## config.mk

```make
export PLATFORM = sky130hd
export DESIGN_NAME = frame_scoring_engine
export DESIGN_NICKNAME = d
export VERILOG_FILES = /design/src/rtl/frame_scoring_engine.sv
export SDC_FILE = /design/constraint.sdc
export NUM_CORES = 1
export LEC_CHECK = 0
export BUFFER_PORTS_ARGS = -buffer_cell sky130_fd_sc_hd__buf_4
export CAP_MARGIN = 20
export CORE_MARGIN = 2
export CORE_UTILIZATION = 53
export DETAILED_ROUTE_END_ITERATION = 8
export GPL_ROUTABILITY_DRIVEN = 1
export GPL_TIMING_DRIVEN = 0
export PLACE_DENSITY = 0.77
export SLEW_MARGIN = 20
export SYNTH_ARGS = -nofsm -noshare
export SYNTH_HDL_FRONTEND = slang
export SYNTH_SLANG_ARGS = --single-unit
```

## constraint.sdc

```tcl
create_clock -name clk -period 3.6 [get_ports clk]
set_input_delay 0.36 -clock clk [delete_from_list [all_inputs] [get_ports clk]]
set_output_delay 0.36 -clock clk [all_outputs]
set_load 0.05 [all_outputs]
```

## src/rtl/frame_scoring_engine.sv

```systemverilog
// frame_scoring_engine: per-frame overlap-pixel scoring with grade, combo streak and saturating total.
module frame_scoring_engine #(
    parameter int                 PIXEL_W       = 12,
    parameter logic [PIXEL_W-1:0] BG_COLOR      = 12'h000,
    parameter logic [PIXEL_W-1:0] SIL_COLOR     = 12'h0F0,
    parameter logic [PIXEL_W-1:0] PLAYER_COLOR  = 12'hFFF,
    parameter int                 PIX_PER_POINT = 16,
    parameter int                 PTS_W         = 12,
    parameter int                 OK_TH         = 4,
    parameter int                 GOOD_TH       = 16,
    parameter int                 PERFECT_TH    = 32,
    parameter int                 COMBO_W       = 8,
    parameter int                 COMBO_STEP    = 4,
    parameter int                 MAX_MULT      = 4,
    parameter int                 SCORE_W       = 32
) (
    input  logic               clk,
    input  logic               reset_n,
    input  logic               clear_score,
    input  logic               counting,
    input  logic               pixel_valid,
    input  logic [PIXEL_W-1:0] pixel,
    input  logic               frame_end,
    output logic [SCORE_W-1:0] score,
    output logic [PTS_W-1:0]   frame_points,
    output logic [1:0]         grade,
    output logic [COMBO_W-1:0] combo,
    output logic               grade_valid,
    output logic               busy,
    output logic               overrun
);
    localparam int SUB_W  = PIX_PER_POINT > 1 ? $clog2(PIX_PER_POINT) : 1;
    localparam int MULT_W = 3;
    localparam int PROD_W = PTS_W + MULT_W;
    localparam int SUM_W  = (SCORE_W > PROD_W ? SCORE_W : PROD_W) + 1;

    typedef enum logic [1:0] {IDLE, EVAL, ADD} state_t;

    state_t             state;
    logic [SUB_W-1:0]   sub_cnt, sub_next;
    logic [PTS_W-1:0]   pts_acc, pts_next, pts_cap;
    logic [1:0]         grade_n, grade_c;
    logic [COMBO_W-1:0] combo_n, combo_c;
    logic [MULT_W-1:0]  mult, mult_c;
    logic [PROD_W-1:0]  prod;
    logic [SUM_W-1:0]   sum;
    logic [SCORE_W-1:0] score_sat;
    logic               overlap, pt_done;
    int                 mult_i;

    always_comb begin
        overlap   = counting && pixel_valid && pixel != BG_COLOR && pixel != SIL_COLOR && pixel != PLAYER_COLOR;
        pt_done   = overlap && sub_cnt == SUB_W'(PIX_PER_POINT - 1);
        sub_next  = overlap ? (pt_done ? '0 : sub_cnt + SUB_W'(1)) : sub_cnt;
        pts_next  = (pt_done && pts_acc != '1) ? pts_acc + PTS_W'(1) : pts_acc;
        grade_c   = pts_cap >= PTS_W'(PERFECT_TH) ? 2'd3 :
                    pts_cap >= PTS_W'(GOOD_TH)    ? 2'd2 :
                    pts_cap >= PTS_W'(OK_TH)      ? 2'd1 : 2'd0;
        combo_c   = grade_c[1] ? (combo == '1 ? combo : combo + COMBO_W'(1)) :
                    grade_c == 2'd0 ? '0 : combo;
        mult_i    = 1 + int'(combo_c) / COMBO_STEP;
        mult_c    = MULT_W'(mult_i > MAX_MULT ? MAX_MULT : mult_i);
        prod      = PROD_W'(pts_cap) * PROD_W'(mult);
        sum       = SUM_W'(score) + SUM_W'(prod);
        score_sat = sum[SUM_W-1:SCORE_W] != '0 ? '1 : sum[SCORE_W-1:0];
        busy      = state != IDLE;
    end

    always_ff @(posedge clk or negedge reset_n) begin
        if (!reset_n) begin
            state        <= IDLE;
            sub_cnt      <= '0;
            pts_acc      <= '0;
            pts_cap      <= '0;
            grade_n      <= '0;
            combo_n      <= '0;
            mult         <= '0;
            score        <= '0;
            frame_points <= '0;
            grade        <= '0;
            combo        <= '0;
            grade_valid  <= 1'b0;
            overrun      <= 1'b0;
        end else if (clear_score) begin
            state        <= IDLE;
            sub_cnt      <= '0;
            pts_acc      <= '0;
            score        <= '0;
            frame_points <= '0;
            grade        <= '0;
            combo        <= '0;
            grade_valid  <= 1'b0;
            overrun      <= 1'b0;
        end else begin
            grade_valid <= 1'b0;
            sub_cnt     <= sub_next;
            pts_acc     <= pts_next;
            if (frame_end && state != IDLE)
                overrun <= 1'b1;
            case (state)
                IDLE: if (frame_end) begin
                    // the pixel arriving with frame_end still belongs to the closing frame
                    pts_cap <= pts_next;
                    pts_acc <= '0;
                    sub_cnt <= '0;
                    state   <= EVAL;
                end
                EVAL: begin
                    grade_n <= grade_c;
                    combo_n <= combo_c;
                    mult    <= mult_c;
                    state   <= ADD;
                end
                ADD: begin
                    score        <= score_sat;
                    grade        <= grade_n;
                    combo        <= combo_n;
                    frame_points <= pts_cap;
                    grade_valid  <= 1'b1;
                    state        <= IDLE;
                end
                default: state <= IDLE;
            endcase
        end
    end
endmodule
```

# [After elaboration in Yosys (flattened, before gate mapping)]
# Index checks and enable logic that the tools add are counted.
[totals] reg_bits=99 output_inout_bits=57 elab_cells=79
[classes] addsub=5 multipliers=1 n_lt_le_gt_ge=4 n_eq_ne=8 muxes=32 bitwise_logic=1 reduce_logical=15
[ops] cell="$mux W32" n=3
[ops] cell="$mux W12" n=6
[ops] cell="$mux W8" n=5
[ops] cell="$add A32 B15 Y33" n=1
[ops] cell="$ne A12 B12 Y1 const B" n=2
[ops] cell="$mux W4" n=5
[ops] cell="$mul A12 B3 Y15" n=1
[ops] cell="$add A12 B1 Y12 const B" n=1
[ops] cell="$ge A12 B3 Y1 const B" n=1
[ops] cell="$ge A12 B5 Y1 const B" n=1
[ops] cell="$ge A12 B6 Y1 const B" n=1
[ops] cell="$mux W2" n=6
[ops] cell="$ne A12 B8 Y1 const B" n=1
[ops] cell="$reduce_bool A12 Y1" n=1
[ops] cell="$add A8 B1 Y8 const B" n=1
[ops] cell="$eq A8 B8 Y1 const B" n=1
[ops] cell="$add A1 B6 Y7 const A" n=1
[ops] cell="$gt A7 B3 Y1 const B" n=1
[ops] cell="$logic_and A1 B1 Y1" n=7
[ops] cell="$reduce_bool A2 Y1" n=3
[ops] cell="$mux W1" n=5
[ops] cell="$add A4 B1 Y4 const B" n=1
[ops] cell="$eq A4 B4 Y1 const B" n=1
[ops] cell="$logic_not A2 Y1" n=2
[ops] cell="8 further kinds" n=8

# [Longest topological paths before layout]
# Gate-level depths: netlist (run 1).
[depth] ltp_word=10 depth_mapped=15 depth_no_buf=13

# [Worst setup path before layout (run 1)]
# No wires, ideal clock.
[synth_path] path_type="reg2reg" start="reg mult[2]" end="reg score[25]" setup_ps=132 arrival_ps=3824 required_ps=3468 path_slack_ps=-356 stages_incl_launch_ff=16 n_path_buf=2 path_cell_list="dfrtp_1 -> clkbuf_1 -> and2_1 -> fa_1 -> inv_1 -> fa_1 -> inv_1 -> ha_1 -> o21ai_0 -> o21ai_0 -> and3_1 -> o31ai_1 -> clkbuf_1 -> nand2_1 -> mux2i_1 -> nor2_1"
[synth_via] elab_chain_cells=5
[synth_rtl] item="from (decl)" line="44" rtl="logic [MULT_W-1:0] mult, mult_c;"
[synth_rtl] item="from (signal assigned)" line="111" rtl="mult <= mult_c;"
[synth_rtl] item="$mul A12 B3 Y15" line="63" rtl="prod = PROD_W'(pts_cap) * PROD_W'(mult);"
[synth_rtl] item="$add A32 B15 Y33" line="64" rtl="sum = SUM_W'(score) + SUM_W'(prod);"
[synth_rtl] item="$mux W32" line="65" rtl="score_sat = sum[SUM_W-1:SCORE_W] != '0 ? '1 : sum[SCORE_W-1:0];"
[synth_rtl] item="$mux W32" line="100" rtl="case (state)"
[synth_rtl] item="$mux W32" line="84" rtl="end else if (clear_score) begin"
[synth_rtl] item="to (signal assigned)" line="115" rtl="score <= score_sat;"
[synth_rtl] item="to (decl)" line="24" rtl="output logic [SCORE_W-1:0] score,"
# Every way passes these cells. The select of a mux whose other input is x is not followed.
# A chain may end at the register's enable or synchronous reset.

# [Worst setup path after layout (run 1)]
[layout_path] start="reg mult[2]" end="reg score[7]"
# Same word-level chain as after synthesis.

==> results of run 1 <==
## what timing repair did
| item | in CTS | in global routing |
|---|---|---|
| endpoints found under the setup margin | 32 | 35 |
| gates cloned | 2 | 1 |
| hold buffers | 0 | 0 |
| pin swaps | 26 | 25 |
| gates resized for setup | 62 | 47 |
| setup buffers | 13 | 12 |
## through the flow
stage,total power [uW],std cells,area [sq um],TNS [ns]
global placement,1374,901,6980,-9.102
detailed placement,1381,901,6984,-13.34
finish,2448,945,8018,-2.695
floorplan,1287,684,6246,0
CTS,2414,932,7710,-0.4322
global route,2512,945,8018,-5.347
## area by class of cell
class                   instances  share of cell area (%)
multi-input cells             513                   48.30
flip-flops and latches         99                   30.93
repair buffers                102                   10.38
clock buffers                   9                   2.809
plain buffers                  31                   2.481
well taps                     143                   2.232
inverters                      41                   1.919
clock inverters                 7                  0.9519
## cell families (layout without fill, tap and decap cells)
kind of cell / Yosys count / after routing
multiplexers: 13 / 13
buffers and inverters: 72 / 190
flip-flops: 99 / 99
AO/OA/AOI/OAI: 140 / 140
XOR/XNOR: 25 / 25
adder cells (fa/ha/maj): 46 / 46
AND/OR/NAND/NOR: 289 / 289
## sequential cells by signal, summed over array words and instances, names as in the netlist
name          count
grade_n           2
combo_n           8
grade_valid       1
overrun           1
state             2
sub_cnt           4
pts_acc          12
mult              3
score            32
combo             8
grade             2
frame_points     12
pts_cap          12
## report_power, final
group	internal [uW]	leakage (uW)	switching, uW
logic	106	0.00209	178
registers	1130	0.00137	23.7
clock network	545	0.000148	466
total	1780	0.00361	668
## routing by layer
| metal | share of wire, % | up-vias | GRT usage (%) |
|---|---|---|---|
| li1 | - | 2584 | - |
| met1 | 42 | 2832 | 37.88 |
| met2 | 48 | 251 | 42.65 |
| met3 | 7.0 | 67 | 4.428 |
| met4 | 3.5 | 0 | 9.350 |
| met5 | 0 | - | 0 |
## cell usage in the layout, fill, tap and decap left out, types with 20 or more instances in the layout
cell      instances
a21oi_1          46
and2_1           27
buf_4            91
clkbuf_1         20
dfrtp_1          97
fa_1             22
inv_1            34
nand2_1         105
nor2_1           52
nor3_1           20
o21ai_0          24
xor2_1           20
## worst max-delay path: cells and delay by family, from the launching register on
family / cells / cell delay (ns)
adders and majority gates: 3 / 1.30
and+or+nand+nor: 4 / 0.81
buffers and inverters: 6 / 0.69
DFF: 1 / 0.46
AOI/OAI and AO/OA: 2 / 0.43
## worst paths after layout
path                                          end  slack [ns]  cells past startpoint
max                          score[7]$_DFFE_PN0P_       -0.23                     15
min                         score[10]$_DFFE_PN0P_         0.1                      1
max reg2reg                  score[7]$_DFFE_PN0P_       -0.23                     15
min reg2reg                combo_n[3]$_DFFE_PN0P_        0.48                      2
max in group asynchronous     mult[2]$_DFFE_PN0P_        2.84                      1
min in group clk              overrun$_DFFE_PN0P_        0.27                      3
==> flow_metrics.env, run 1 <==
export IMPL_syn_area_sq_um=6201
export IMPL_synth_simple_area_share_pct=22.98
export IMPL_core_area_sq_um=11420
export IMPL_synth_xor_area_share_pct=3.531
export IMPL_port_buffers=74
export IMPL_setup_viol=29
export IMPL_synth_fa_ha_area_share_pct=12.07
export IMPL_synthTopCellsByCount="nand2_1 (108), dfrtp_1 (99), a21oi_1 (53), nor2_1 (53), inv_1 (41)"
export IMPL_synth_async_reset_ratio_pct=100.0
export IMPL_violations="negative setup slack"
export IMPL_syn_inst=684
export IMPL_p_per_area_nw_per_um2=305.4
export IMPL_initial_core_util_pct=54.31
export IMPL_p_leak_uw=0.003612
export IMPL_grt_pass1_wl_um=27260
export IMPL_synth_top_cell_area_share_pct=39.95
export IMPL_ff_latch_area_sq_um=2480
export IMPL_root_buffer="clkbuf_16"
export IMPL_max_cap_violations=0
export IMPL_maxSlewHeadroom_pct=39.72
export IMPL_final_layout_size_suffix_gt1_share_pct=27.68
export IMPL_yosysTopAreaCell="dfrtp_1"
export IMPL_cts_tree="done"
export IMPL_syn_avg_cell_area_sq_um=9.066
export IMPL_die_w_um=112.2
export IMPL_clock_skew_ns=0.006789
export IMPL_cp_required_ns=3.83
export IMPL_r2r_start="mult[2]$_DFFE_PN0P_"
export IMPL_drc=0
export IMPL_holdWs_ns=0.09568
export IMPL_ant_nets=0
export IMPL_io_pins=75
export IMPL_cpMaxStageDelayCell="fa_1"
export IMPL_insertion_delay_ns=0.36
export IMPL_fin_nets=861
export IMPL_crit_fanout=5
export IMPL_setup_slack_ns=-0.2295
export IMPL_criticalPathCategory="flip-flop to flip-flop"
export IMPL_avgRoutedWirePerCell_um=19.11
export IMPL_ir_worst_vdd_uv=258.6
export IMPL_area_delta_synth_final_pct=29.30
export IMPL_end_kind="flip-flop"
export IMPL_wl_um=18060
export IMPL_ys_types=57
export IMPL_yosys_warnings=0
export IMPL_antenna_found_initial=0
export IMPL_grt_use_total_pct=26.89
export IMPL_cts_sinks=99
export IMPL_finalMaxSlewViolations=0
export IMPL_rows=39
export IMPL_synth_mux_area_share_pct=2.240
export IMPL_first_iter_violations=425
export IMPL_viasPerCell=6.068
export IMPL_crit_path_start_kind="flip-flop"
export IMPL_period_share_pct=106.4
export IMPL_grt_pass1_vias=5512
export IMPL_multi_input_area_sq_um=3872
export IMPL_max_freq_mhz=261.1
export IMPL_drt_pass1_iterations=5
export IMPL_hpwlAfterDp_um=11340
export IMPL_synth_edff_count=0
export IMPL_final_util_pct=70.22
export IMPL_dieHeight_um=112.2
export IMPL_synthFlopType="dfrtp_1"
export IMPL_dieArea_sq_um=12580
export IMPL_grt_overflow=0
export IMPL_rsz0062_at_grt="yes"
export IMPL_arrival_ns=4.06
export IMPL_hold_viol=0
export IMPL_status="finished with violations"
export IMPL_hp_class="input pin to asynchronous set/reset pin"
export IMPL_num_antenna_cells=0
export IMPL_syn_nets=748
export IMPL_synth_most_common_cell="nand2_1"
export IMPL_synth_top_family_by_area="simple AND/OR/NAND/NOR gates"
export IMPL_cts_htree_levels=3
export IMPL_period_needed_ns=3.830
export IMPL_ys_top_cells_by_area="dfrtp_1 (40%), fa_1 (7.4%), nand2_1 (6.5%), ha_1 (4.6%), a21oi_1 (4.3%)"
export IMPL_place_gp_congestion=0.8778
export IMPL_worst_slew_pin_slew_ns=0.9042
export IMPL_crit_path_max_incr_delay_ns=0.54
export IMPL_crit_chain="buf_8, and2_4, fa_1, inv_1, fa_1, inv_2, ha_4, and3_4, and3_4, and3_4, o31ai_4, buf_6, buf_8, clkbuf_16, a311oi_2"
export IMPL_vias=5734
export IMPL_max_clock_path_buffers=2
export IMPL_dp_worst_setup_slack_ns=-0.6311
export IMPL_clk_pin_slew_ns=0.07
export IMPL_synth_compound_area_share_pct=14.27
export IMPL_cts_buffers=9
export IMPL_cp_common_cell="and3_4"
export IMPL_ys_ff_latch=99
export IMPL_cp_startpoint="mult[2]$_DFFE_PN0P_"
export IMPL_yosysSeqAreaShare_pct=39.95
export IMPL_num_fill_cells=827
export IMPL_grt_start_max_net_pins=100
Power figures use the tool's default switching activity.
==> run 2, diff against run 1 <==
--- a/config.mk
+++ b/config.mk
@@ -13,6 +13,7 @@
 export GPL_ROUTABILITY_DRIVEN = 1
 export GPL_TIMING_DRIVEN = 0
 export PLACE_DENSITY = 0.77
+export REMOVE_ABC_BUFFERS = 1
 export SLEW_MARGIN = 20
 export SYNTH_ARGS = -nofsm -noshare
 export SYNTH_HDL_FRONTEND = slang
==> run 2 against run 1 <==
The flow still finishes with violations (negative setup slack). Sequential share of layout area up 1.2 points. Highest routed layer unchanged. Critical path depth is 2 lower. Largest cell class unchanged. Worst hold slack worse by 0.020 ns. Non-clock buffer count down 37. Global-route usage down 2.5 points. Die area did not move. Final cell count down 4.0%. Wire length fell by 13%.
==> flow_metrics.env, run 2 (synthesis gave the netlist of run 1 again) <==
export IMPL_crit_fanout=8
export IMPL_grt_overflow=0
export IMPL_grt_use_total_pct=24.34
export IMPL_grt_pass1_wl_um=24750
export IMPL_end_kind="flip-flop"
export IMPL_clk_pin_slew_ns=0.06
export IMPL_ctsHoldBuffers=0
export IMPL_final_util_pct=67.69
export IMPL_setup_slack_ns=-0.1100
export IMPL_finalMaxSlewViolations=0
export IMPL_io_pins=75
export IMPL_final_cell_mix="nand2_1 (104), dfrtp_1 (93), buf_4 (88)"
export IMPL_grt_pass1_vias=5139
export IMPL_cts_tree="done"
export IMPL_met2_usage_pct=41.41
export IMPL_place_gp_congestion=0.8536
export IMPL_first_iter_violations=373
export IMPL_rsz0062_at_grt="yes"
export IMPL_dieHeight_um=112.2
export IMPL_drt_pass1_iterations=5
export IMPL_final_common_cell="nand2_1"
export IMPL_p_per_area_nw_per_um2=315.2
export IMPL_dieArea_sq_um=12580
export IMPL_cpMaxStageDelayCell="fa_1"
export IMPL_viasPerCell=5.890
export IMPL_finalPower_uw=2436
export IMPL_num_fill_cells=859
export IMPL_crit_chain="buf_6, nand2_4, fa_1, fa_1, inv_2, fa_2, a211oi_2, o21bai_1, o211ai_1, a22oi_2, buf_6, and3_2, a311oi_2"
export IMPL_grt_start_max_net_pins=100
export IMPL_violations="negative setup slack"
export IMPL_status="finished with violations"
export IMPL_num_antenna_cells=0
export IMPL_ff_latch_area_sq_um=2485
export IMPL_grt_util_met1_pct=31.90
export IMPL_rows=39
export IMPL_max_cap_violations=0
export IMPL_criticalPathCategory="flip-flop to flip-flop"
export IMPL_hpwlAfterDp_um=9806
export IMPL_worst_slew_pin_slew_ns=0.9080
export IMPL_largest_register="score"
export IMPL_die_w_um=112.2
export IMPL_final_layout_size_suffix_gt1_share_pct=26.83
export IMPL_cts_sinks=99
export IMPL_crit_path_max_incr_delay_ns=0.51
export IMPL_p_leak_uw=0.003506
export IMPL_maxSlewHeadroom_pct=39.47
export IMPL_ir_worst_vdd_uv=302.9
export IMPL_area_delta_synth_final_pct=24.64
export IMPL_antenna_found_initial=0
export IMPL_vias=5342
export IMPL_multi_input_area_sq_um=3827
export IMPL_clock_skew_ns=0.005062
export IMPL_avgRoutedWirePerCell_um=17.37
export IMPL_setup_viol=6
export IMPL_cts_htree_levels=3
export IMPL_ant_nets=0
export IMPL_period_needed_ns=3.710
export IMPL_cp_required_ns=3.86
export IMPL_root_buffer="clkbuf_16"
export IMPL_port_buffers=74
export IMPL_wl_um=15760
export IMPL_core_area_sq_um=11420
export IMPL_period_share_pct=103.1
export IMPL_met3_usage_pct=3.294
export IMPL_drc=0
export IMPL_path_delay_family="adder cells"
export IMPL_crit_path_start_kind="flip-flop"
export IMPL_initial_core_util_pct=54.31
export IMPL_largest_reg_flops=32
export IMPL_max_clock_path_buffers=2
export IMPL_busiest_layer="met2"
export IMPL_insertion_delay_ns=0.36
export IMPL_arrival_ns=3.97
export IMPL_cts_buffers=9
export IMPL_hp_class="input pin to asynchronous set/reset pin"
export IMPL_dp_worst_setup_slack_ns=-0.7767
export IMPL_cp_num_buf_inv=3
export IMPL_max_freq_mhz=269.5
export IMPL_fin_nets=824
export IMPL_hold_viol=0
run 2: cell count changes in the layout (fill, tap and decap cells not counted), sizes merged:
cell      change
buf          -14
bufbuf        -1
bufinv        +1
clkbuf       -20
clkinv        -2
clkinvlp      -1
inv           -1
run 2: area by class of cell:
class                   count  area share (%)
clock inverters             4          0.9552
flip-flops and latches     99           32.15
repair buffers             96           9.924
clock buffers              11           3.141
inverters                  41           1.991
multi-input cells         513           49.52
well taps                 143           2.315
run 2: path summary, 6_finish.rpt:
path                       slack (ns)                    from                      to  cells after the start
max in group asynchronous        2.81                 reset_n  pts_cap[5]$_DFFE_PN0P_                      1
min reg2reg                      0.48  combo_n[7]$_DFFE_PN0P_  combo_n[7]$_DFFE_PN0P_                      2
min in group clk                 0.25               frame_end     overrun$_DFFE_PN0P_                      3
max reg2reg                     -0.11     mult[2]$_DFFE_PN0P_   score[21]$_DFFE_PN0P_                     13
min                              0.08                 reset_n    score[1]$_DFFE_PN0P_                      1
max                             -0.11     mult[2]$_DFFE_PN0P_   score[21]$_DFFE_PN0P_                     13
run 2: report_power, final:
group,switching (uW),internal [uW],leakage [uW]
clock network,415,625,0.000156
logic,160,85.2,0.00199
registers,21.1,1130,0.00136
total,595,1840,0.00351
run 2: per-stage QoR:
step                      TNS (ns)  hold slack [ns]  instance area (sq um)  cells
after floorplan             -12.17          0.06441                   6047    653
after global placement      -39.15           0.4591                   6782    870
after detailed placement    -15.49           0.4706                   6843    871
after CTS                        0           0.1498                   7443    899
after global routing        -1.925           0.2035                   7729    907
final                      -0.3698          0.07601                   7729    907
run 2: timing repair:
item | in CTS | in global routing
gates resized for setup | 44 | 56
setup buffers | 13 | 10
endpoints found under the setup margin | 32 | 33
pin swaps | 16 | 27
run 2: routing by layer:
metal  share of wire, %  up-vias  wire (um)
met1                 42     2586       6624
met2                 51      212       7963
met3                5.2       35        825
met5                  0        -          0
li1                   -     2509          -
met4                2.2        0        342
==> run 3, diff against run 2 <==
--- a/config.mk
+++ b/config.mk
@@ -12,8 +12,10 @@
 export DETAILED_ROUTE_END_ITERATION = 8
 export GPL_ROUTABILITY_DRIVEN = 1
 export GPL_TIMING_DRIVEN = 0
+export MAX_ROUTING_LAYER = met4
 export PLACE_DENSITY = 0.77
 export REMOVE_ABC_BUFFERS = 1
+export SETUP_SLACK_MARGIN = 0.02
 export SLEW_MARGIN = 20
 export SYNTH_ARGS = -nofsm -noshare
 export SYNTH_HDL_FRONTEND = slang
==> run 3 against run 2 <==
The flow still finishes with violations (negative setup slack). Wire length fell by 1.3%. Fmax grew 0.21%. Critical path depth up 3. Critical path type unchanged. Critical endpoint is now score[26]$_DFFE_PN0P_. Largest power group unchanged. Highest routed layer unchanged.
==> flow_metrics.env, run 3 (synthesis gave the netlist of run 1 again) <==
export IMPL_grt_pass1_vias=5226
export IMPL_viasPerCell=5.829
export IMPL_grt_overflow=0
export IMPL_place_gp_congestion=0.8601
export IMPL_initial_core_util_pct=54.31
export IMPL_avgRoutedWirePerCell_um=16.97
export IMPL_p_per_area_nw_per_um2=297.3
export IMPL_io_pins=75
export IMPL_grt_use_total_pct=25.01
export IMPL_cpMaxStageDelayCell="fa_2"
export IMPL_grt_pass1_wl_um=24830
export IMPL_crit_path_max_incr_delay_ns=0.53
export IMPL_drt_pass1_iterations=5
export IMPL_ir_worst_vdd_uv=289.0
export IMPL_worst_slew_pin_slew_ns=0.8969
export IMPL_violations="negative setup slack"
export IMPL_dp_worst_setup_slack_ns=-0.7952
export IMPL_max_cap_violations=0
export IMPL_hold_viol=0
export IMPL_cts_buffers=9
export IMPL_clock_skew_ns=0.006721
export IMPL_antenna_found_initial=0
export IMPL_maxSlewHeadroom_pct=40.20
export IMPL_met2_usage_pct=40.24
export IMPL_wl_um=15560
export IMPL_p_leak_uw=0.003514
export IMPL_max_freq_mhz=270.1
export IMPL_max_clock_path_buffers=2
export IMPL_hp_class="input pin to asynchronous set/reset pin"
export IMPL_hpwlAfterDp_um=9697
export IMPL_grt_util_met1_pct=32.40
export IMPL_largest_register="score"
export IMPL_drc=0
export IMPL_period_needed_ns=3.702
export IMPL_num_antenna_cells=0
export IMPL_area_delta_synth_final_pct=25.16
export IMPL_setup_slack_ns=-0.1023
export IMPL_busiest_layer="met2"
export IMPL_cts_htree_levels=3
export IMPL_finalMaxSlewViolations=0
export IMPL_crit_path_start_kind="flip-flop"
export IMPL_cp_required_ns=3.87
export IMPL_cts_tree="done"
export IMPL_grt_start_max_net_pins=100
export IMPL_rsz0062_at_grt="yes"
export IMPL_insertion_delay_ns=0.36
export IMPL_clk_pin_slew_ns=0.07
export IMPL_final_layout_size_suffix_gt1_share_pct=29.07
export IMPL_crit_chain="buf_6, and2_2, fa_1, inv_2, fa_2, inv_2, ha_4, nand2_2, o21ai_4, buf_4, a22oi_2, buf_4, a311oi_4, buf_4, a31oi_1, a211oi_1"
export IMPL_cts_sinks=99
export IMPL_vias=5345
export IMPL_crit_fanout=7
export IMPL_ant_nets=0
export IMPL_root_buffer="clkbuf_16"
export IMPL_setup_viol=12
export IMPL_end_kind="flip-flop"
export IMPL_fin_nets=833
export IMPL_criticalPathCategory="flip-flop to flip-flop"
export IMPL_arrival_ns=3.97
export IMPL_dieHeight_um=112.2
export IMPL_core_area_sq_um=11420
export IMPL_port_buffers=74
export IMPL_num_fill_cells=827
export IMPL_final_common_cell="nand2_1"
export IMPL_met3_usage_pct=4.536
export IMPL_first_iter_violations=421
export IMPL_tns_ns=-0.4792
export IMPL_dieArea_sq_um=12580
export IMPL_die_w_um=112.2
export IMPL_status="finished with violations"
export IMPL_rows=39
export IMPL_cp_common_cell="buf_4"
export IMPL_period_share_pct=102.8
export IMPL_final_cell_mix="nand2_1 (101), dfrtp_1 (95), buf_4 (95)"
export IMPL_largest_reg_flops=32
==> run 3: layout make-up <==
| type | count | area [sq um] | share of cell area, % |
|---|---|---|---|
| inverters | 41 | 153.9 | 1.983 |
| flip-flops and latches | 99 | 2482 | 31.98 |
| clock buffers | 9 | 225.2 | 2.902 |
| repair buffers | 105 | 842.1 | 10.85 |
| well taps | 143 | 178.9 | 2.305 |
| multi-input cells | 513 | 3827 | 49.31 |
| clock inverters | 7 | 51.30 | 0.6610 |
==> run 3: report_power, final <==
group	internal [uW]	switching, uW	leakage [uW]
clock	472	444	0.000132
sequential	1130	25.8	0.00137
combinational	83.5	152	0.00202
total	1690	622	0.00351
==> run 3: critical path: cells and delay by family (launching register included) <==
kind	cells	cell delay [ns]
adders and majority gates	3	1.32
AOI/OAI and AO/OA	5	0.80
buffers and inverters	6	0.72
DFF	1	0.47
and+or+nand+nor	2	0.28
==> run 3: metal layers <==
metal  up-vias  routed length (um)  share of wire [%]
met4         0                 317                2.0
met1      2622                6791                 44
li1       2534                   -                  -
met3        26                 778                5.0
met2       163                7671                 49
met5         -                   0                  0
==> run 3: final timing paths <==
| path | slack (ns) | startpoint | end | cells past startpoint |
|---|---|---|---|---|
| worst min-delay path | 0.08 | reset_n | score[15]$_DFFE_PN0P_ | 1 |
| max in group asynchronous | 2.83 | reset_n | pts_cap[4]$_DFFE_PN0P_ | 1 |
| worst min register to register | 0.48 | grade_n[0]$_DFFE_PN0P_ | grade_n[0]$_DFFE_PN0P_ | 2 |
| worst max-delay path | -0.10 | mult[0]$_DFFE_PN0P_ | score[26]$_DFFE_PN0P_ | 16 |
| min in group clk | 0.25 | frame_end | overrun$_DFFE_PN0P_ | 3 |
| worst max register to register | -0.10 | mult[0]$_DFFE_PN0P_ | score[26]$_DFFE_PN0P_ | 16 |
==> run 3: repair_timing <==
| item | 4_1_cts | 5_1_grt |
|---|---|---|
| endpoints found under the setup margin | 32 | 32 |
| pin swaps | 24 | 42 |
| gates resized for setup | 47 | 60 |
| buffers inserted | 20 | 10 |
| hold buffers | 0 | 0 |
==> run 3: through the flow <==
stage | std cells | utilization (%) | instance area [sq um] | power [uW] | hold WS (ns)
6_report | 917 | 67.97 | 7761 | 2308 | 0.08112
5_1_grt | 917 | 67.97 | 7761 | 2389 | 0.1973
4_1_cts | 907 | 65.51 | 7480 | 2305 | 0.1441
3_5_place_dp | 871 | 59.93 | 6843 | 1366 | 0.4692
3_3_place_gp | 870 | 59.39 | 6782 | 1356 | 0.4584
2_1_floorplan | 653 | - | 6047 | 1270 | 0.06441
